$ cat src/rtl/tran_packer.sv
// tran_packer: packs variable-size unit chunks into fixed-width output words with backpressure and frame flush
module tran_packer #(
  parameter int UNIT_W = 4,
  parameter int IN_UNITS = 2,
  parameter int OUT_UNITS = 2,
  parameter int FLUSH_EN = 1,
  parameter logic [UNIT_W-1:0] PAD_VAL = '0
) (
  input  logic                                   clk,
  input  logic                                   reset,
  input  logic                                   start,
  input  logic                                   in_valid,
  output logic                                   in_ready,
  input  logic [$clog2(IN_UNITS+1)-1:0]          in_units,
  input  logic [IN_UNITS*UNIT_W-1:0]             data_in,
  output logic [OUT_UNITS*UNIT_W-1:0]            data_o,
  output logic                                   data_en,
  input  logic                                   out_ready,
  output logic [$clog2(OUT_UNITS+1)-1:0]         data_units,
  output logic                                   data_last,
  output logic                                   err
);
  localparam int ACC_UNITS = OUT_UNITS + IN_UNITS - 1;
  localparam int IN_W = IN_UNITS * UNIT_W;
  localparam int OUT_W = OUT_UNITS * UNIT_W;
  localparam int ACC_W = ACC_UNITS * UNIT_W;
  localparam int IU_W = $clog2(IN_UNITS + 1);
  localparam int OU_W = $clog2(OUT_UNITS + 1);
  localparam int CW = $clog2(ACC_UNITS + 1);
  typedef enum logic [1:0] {IDLE, RUN, FLUSH} state_t;
  state_t state_q;
  logic [ACC_W-1:0] acc_q, acc_d, acc_sh, ins;
  logic [CW-1:0] cnt_q, cnt_d, cnt_ae;
  logic [OUT_W-1:0] data_q, word;
  logic [IN_W-1:0] in_mask;
  logic [OU_W-1:0] units_q;
  logic en_q, last_q, err_q;
  logic ending, full, flush_partial, emit, legal, take, bad, drop;
  assign data_o = data_q;
  assign data_en = en_q;
  assign data_units = units_q;
  assign data_last = last_q;
  assign err = err_q;
  // Emit/accept decision, accumulator shift-and-append, and the padded output word
  always_comb begin
    ending = state_q == FLUSH || (state_q == RUN && !start && FLUSH_EN != 0);
    full = cnt_q >= CW'(OUT_UNITS);
    flush_partial = ending && cnt_q != '0 && !full;
    emit = (full || flush_partial) && (!en_q || out_ready);
    cnt_ae = emit ? (full ? cnt_q - CW'(OUT_UNITS) : '0) : cnt_q;
    in_ready = start && state_q != FLUSH && cnt_ae < CW'(OUT_UNITS);
    legal = in_units != '0 && in_units <= IU_W'(IN_UNITS);
    take = in_valid && in_ready && legal;
    bad = in_valid && in_ready && !legal;
    drop = state_q == RUN && !start && FLUSH_EN == 0;
    in_mask = ~({IN_W{1'b1}} << (int'(in_units) * UNIT_W));
    acc_sh = emit ? acc_q >> OUT_W : acc_q;
    ins = ACC_W'(data_in & in_mask) << (int'(cnt_ae) * UNIT_W);
    acc_d = drop ? '0 : (take ? acc_sh | ins : acc_sh);
    cnt_d = drop ? '0 : cnt_ae + (take ? CW'(in_units) : '0);
    word = acc_q[OUT_W-1:0];
    for (int i = 0; i < OUT_UNITS; i++)
      word[i*UNIT_W +: UNIT_W] = (flush_partial && i >= int'(cnt_q)) ? PAD_VAL : acc_q[i*UNIT_W +: UNIT_W];
  end
  // Frame FSM, accumulator state and registered output word
  always_ff @(posedge clk) begin
    if (reset) begin
      state_q <= IDLE;
      acc_q <= '0;
      cnt_q <= '0;
      data_q <= '0;
      en_q <= 1'b0;
      units_q <= '0;
      last_q <= 1'b0;
      err_q <= 1'b0;
    end else begin
      state_q <= state_q == IDLE ? (start ? RUN : IDLE)
               : state_q == RUN ? (start ? RUN : (cnt_ae == '0 || FLUSH_EN == 0) ? IDLE : FLUSH)
               : (cnt_ae == '0 ? IDLE : FLUSH);
      acc_q <= acc_d;
      cnt_q <= cnt_d;
      err_q <= err_q || bad;
      if (emit) begin
        data_q <= word;
        en_q <= 1'b1;
        units_q <= flush_partial ? OU_W'(cnt_q) : OU_W'(OUT_UNITS);
        last_q <= ending && cnt_q <= CW'(OUT_UNITS);
      end else if (en_q && out_ready) begin
        en_q <= 1'b0;
      end
    end
  end
endmodule

$ cat config.mk
export PLATFORM = sky130hd
export DESIGN_NAME = tran_packer
export DESIGN_NICKNAME = d
export VERILOG_FILES = /design/src/rtl/tran_packer.sv
export SDC_FILE = /design/constraint.sdc
export NUM_CORES = 1
export LEC_CHECK = 0
export CAP_MARGIN = 20
export CORE_UTILIZATION = 46
export CTS_BUF_LIST = sky130_fd_sc_hd__clkbuf_8
export CTS_CLUSTER_DIAMETER = 50
export DETAILED_ROUTE_END_ITERATION = 7
export GPL_TIMING_DRIVEN = 0
export PLACE_DENSITY = 0.77
export SLEW_MARGIN = 25
export SYNTH_ARGS = -nofsm -noshare
export SYNTH_HDL_FRONTEND = slang
export SYNTH_SLANG_ARGS = --single-unit
$ cat constraint.sdc
create_clock -name clk -period 1.81 [get_ports clk]
set_input_delay 0.362 -clock clk [delete_from_list [all_inputs] [get_ports clk]]
set_output_delay 0.362 -clock clk [all_outputs]
set_load 0.005 [all_outputs]
==> metrics.txt <==
hold path depth 3; post-synthesis instance total about 140; Root Buffer clkbuf_8; cell count along the critical path 7; top-area cell type share of the netlist area 0.445; setup TNS -0.201 ns; slowest cell delay on critical path roughly 0.37 ns; total detailed-routing wirelength approximately 3900 um; area occupied by registers a little under 600 sq um; layout cells sized above 1 0.317; Reg2Reg Launch Point cnt_q[1]; # fillers 170; Worst Tran Pin Value a little over 0.6 ns; area delta synth->final 53.9%; HP Class in2reg; IO Pins 29; CP startpoint kind flip-flop; Post-Syn Area 0.00131 sq mm; final clock skew between 0.007 and 0.008 ns; cells on worst reg2reg path 7; Worst VDD drop 0.730 mV; final-report hold violation count 0; Sink Count 29; PwrDens ~760 mW/mm^2; Setup Viol. Count Final 5; Worst EP arrival 2.09 ns; hold slack final ~0.46 ns; Crit-path slowest cell or3_4; H-tree levels 2; critical path endpoint category flip-flop; asr flop ratio synth 0; grt ovf 0; Distinct cells, synth 36; Max Freq roughly 0.53 GHz; placed instance area approximately 0.0016 sq mm; post-synthesis average cell area 9.39 sq um; area occupied by multi-input gates 792 sq um; setup ws final -0.0601 ns; hold path start in_units[1]; vias in the first global route roughly 1100; Hold Crit Endpoint cnt_q[1]; cell area after layout around 0.002 sq mm; full die area 0.00305 sq mm; DR vias ~1300; DRC viols 0; n_diodes 0; Num CTS Buffers 5; critical-path maximum fanout 7; crit path buf inv count 3; first-pass GRT wire length about 5100 um; Starting Density 0.508; Placer Congestion approximately 0.77; Vias per Instance 5.84; cts hold-fix bufs 0; outcome finished with violations; 1st-pass router iterations 4; register bit total from synthesis 29; clock tree buffer depth 2; DR iter-0 viols 52; Core ar. about 0.0026 sq mm; reg2reg setup slack -0.06 ns; area leader, netlist dfxtp_1; most frequent cells in the layout dfxtp_1 (25), clkdlybuf4s50_1 (22), buf_4 (15); register area share after synthesis 0.445; row cnt 18; Synth Warn # 0; Tot Pwr 1530 uW; Critical Path Most Common Cell buf_4; clk slew on worst S/H paths approximately 0.070 ns; wire length per cell 17.9 um; nets@finish around 200; CP Data Required Time 2.03 ns; Post-synth top flop dfxtp_1; remaining antenna violation count 0; DP HPWL between 2000 and 2500 um; initial antenna violation count 0; Setup Slack @ Placement -0.687 ns; Port Buf Inserts 28; Clk Latency, worst-skew pair 0.28 ns; Top Family by Delay on Critical Path simple AND/OR/NAND/NOR gates; syn_nets approximately 160; critical path class reg2reg; Worst slew margin 0.587; worst-path cell chain and3b_4, or3_4, buf_6, buf_4, buf_4, nor4_4, a221o_1; CTS tree built; R2R Path End acc_q[7]; failing checks setup timing; pin count of the biggest net entering global routing 11; Final Max Tran Viols 0; crit path time final 1.87 ns; die height between 50 and 60 um; max_cap viols 0; final period utilization 1.03; number of synthesized flops with an enable pin 0; largest cells by area after synthesis dfxtp_1 (44%), mux2i_1 (6.1%), a2111oi_0 (3.4%); commonest non-fill, non-tap cell in the layout dfxtp_1; GRT Util Overall 0.211; Leak 0.000790 uW; die width approximately 55 um; RSZ-0062 raised after global routing true
[power breakdown]
part / switching (uW) / total [uW] / internal, uW / leakage [uW]
sequential: 8.47 / 656 / 648 / 0.000237
clock: 243 / 686 / 443 / 0.0000626
combinational: 99.4 / 184 / 85.0 / 0.000491
[logic make-up (layout without fill, tap and decap cells)]
| group | after synthesis | in the layout | share of synthesized area |
|---|---|---|---|
| adders and majority gates | 2 | 2 | 0.0192 |
| muxes | 8 | 8 | 0.0614 |
| xor gates and xnor gates | 2 | 2 | 0.0134 |
| buffers and inverters | 24 | 71 | 0.0777 |
| DFF | 29 | 29 | 0.445 |
| and+or+nand+nor | 38 | 38 | 0.161 |
| AOI/OAI and AO/OA | 36 | 36 | 0.222 |
[Yosys cell counts (3+ instances only)]
library cell,instances
a22oi_1,4
inv_1,11
o32ai_1,4
nor2b_1,3
nor2_1,11
a2111oi_0,5
dfxtp_1,29
a21oi_1,5
a221o_1,4
mux2i_1,8
clkbuf_1,8
o2bb2ai_1,4
buf_2,3
nor3_1,4
nor4_1,4
nand2_1,6
[sequential cells by signal, indices dropped and copies added (netlist names)]
signal,flops
acc_q,12
cnt_q,2
data_en,1
data_o,8
state_q,2
err,1
data_units,2
data_last,1
[worst max path at each step]
stage,end,start
2_1_floorplan,cnt_q[1],cnt_q[1]
3_3_place_gp,cnt_q[1],start
3_5_place_dp,cnt_q[1],start
4_1_cts,cnt_q[1],state_q[1]
5_1_grt,cnt_q[1],state_q[1]
6_report,acc_q[7],cnt_q[1]
[final cells by class]
| class | count | area share |
|---|---|---|
| inverters | 11 | 0.0206 |
| repair buffers | 42 | 0.187 |
| multi-input cells | 86 | 0.394 |
| well taps | 30 | 0.0187 |
| clock inverters | 2 | 0.0168 |
| flip-flops and latches | 29 | 0.294 |
| plain buffers | 10 | 0.0274 |
| clock buffers | 6 | 0.0411 |
[tightest hold or removal path, delay by kind of cell]
family | cells | cell delay, ns
AND/OR/NAND/NOR | 1 | 0.13
AO/OA/AOI/OAI | 1 | 0.05
buffers and inverters | 1 | 0.15
[stage by stage]
stage | std cells | util
3_5_place_dp | 197 | 0.640
3_3_place_gp | 197 | 0.640
4_1_cts | 210 | 0.714
6_report | 216 | 0.782
5_1_grt | 216 | 0.782
2_1_floorplan | 139 | -
[timing repair]
| item | CTS | global route |
|---|---|---|
| hold endpoints to repair | 0 | 0 |
| endpoints found under the setup margin | 19 | 16 |
| resized for setup | 17 | 32 |
| setup buffers | 8 | 6 |
| pin swaps | 8 | 12 |
[metal layers]
metal / GRT usage / wire (um) / vias up
met4: 0.0857 / 59 / 0
met1: 0.251 / 1660 / 613
met3: 0.0468 / 184 / 7
li1: - / - / 603
met5: 0 / 0 / -
met2: 0.367 / 1960 / 38
Power figures use the tool's default switching activity.
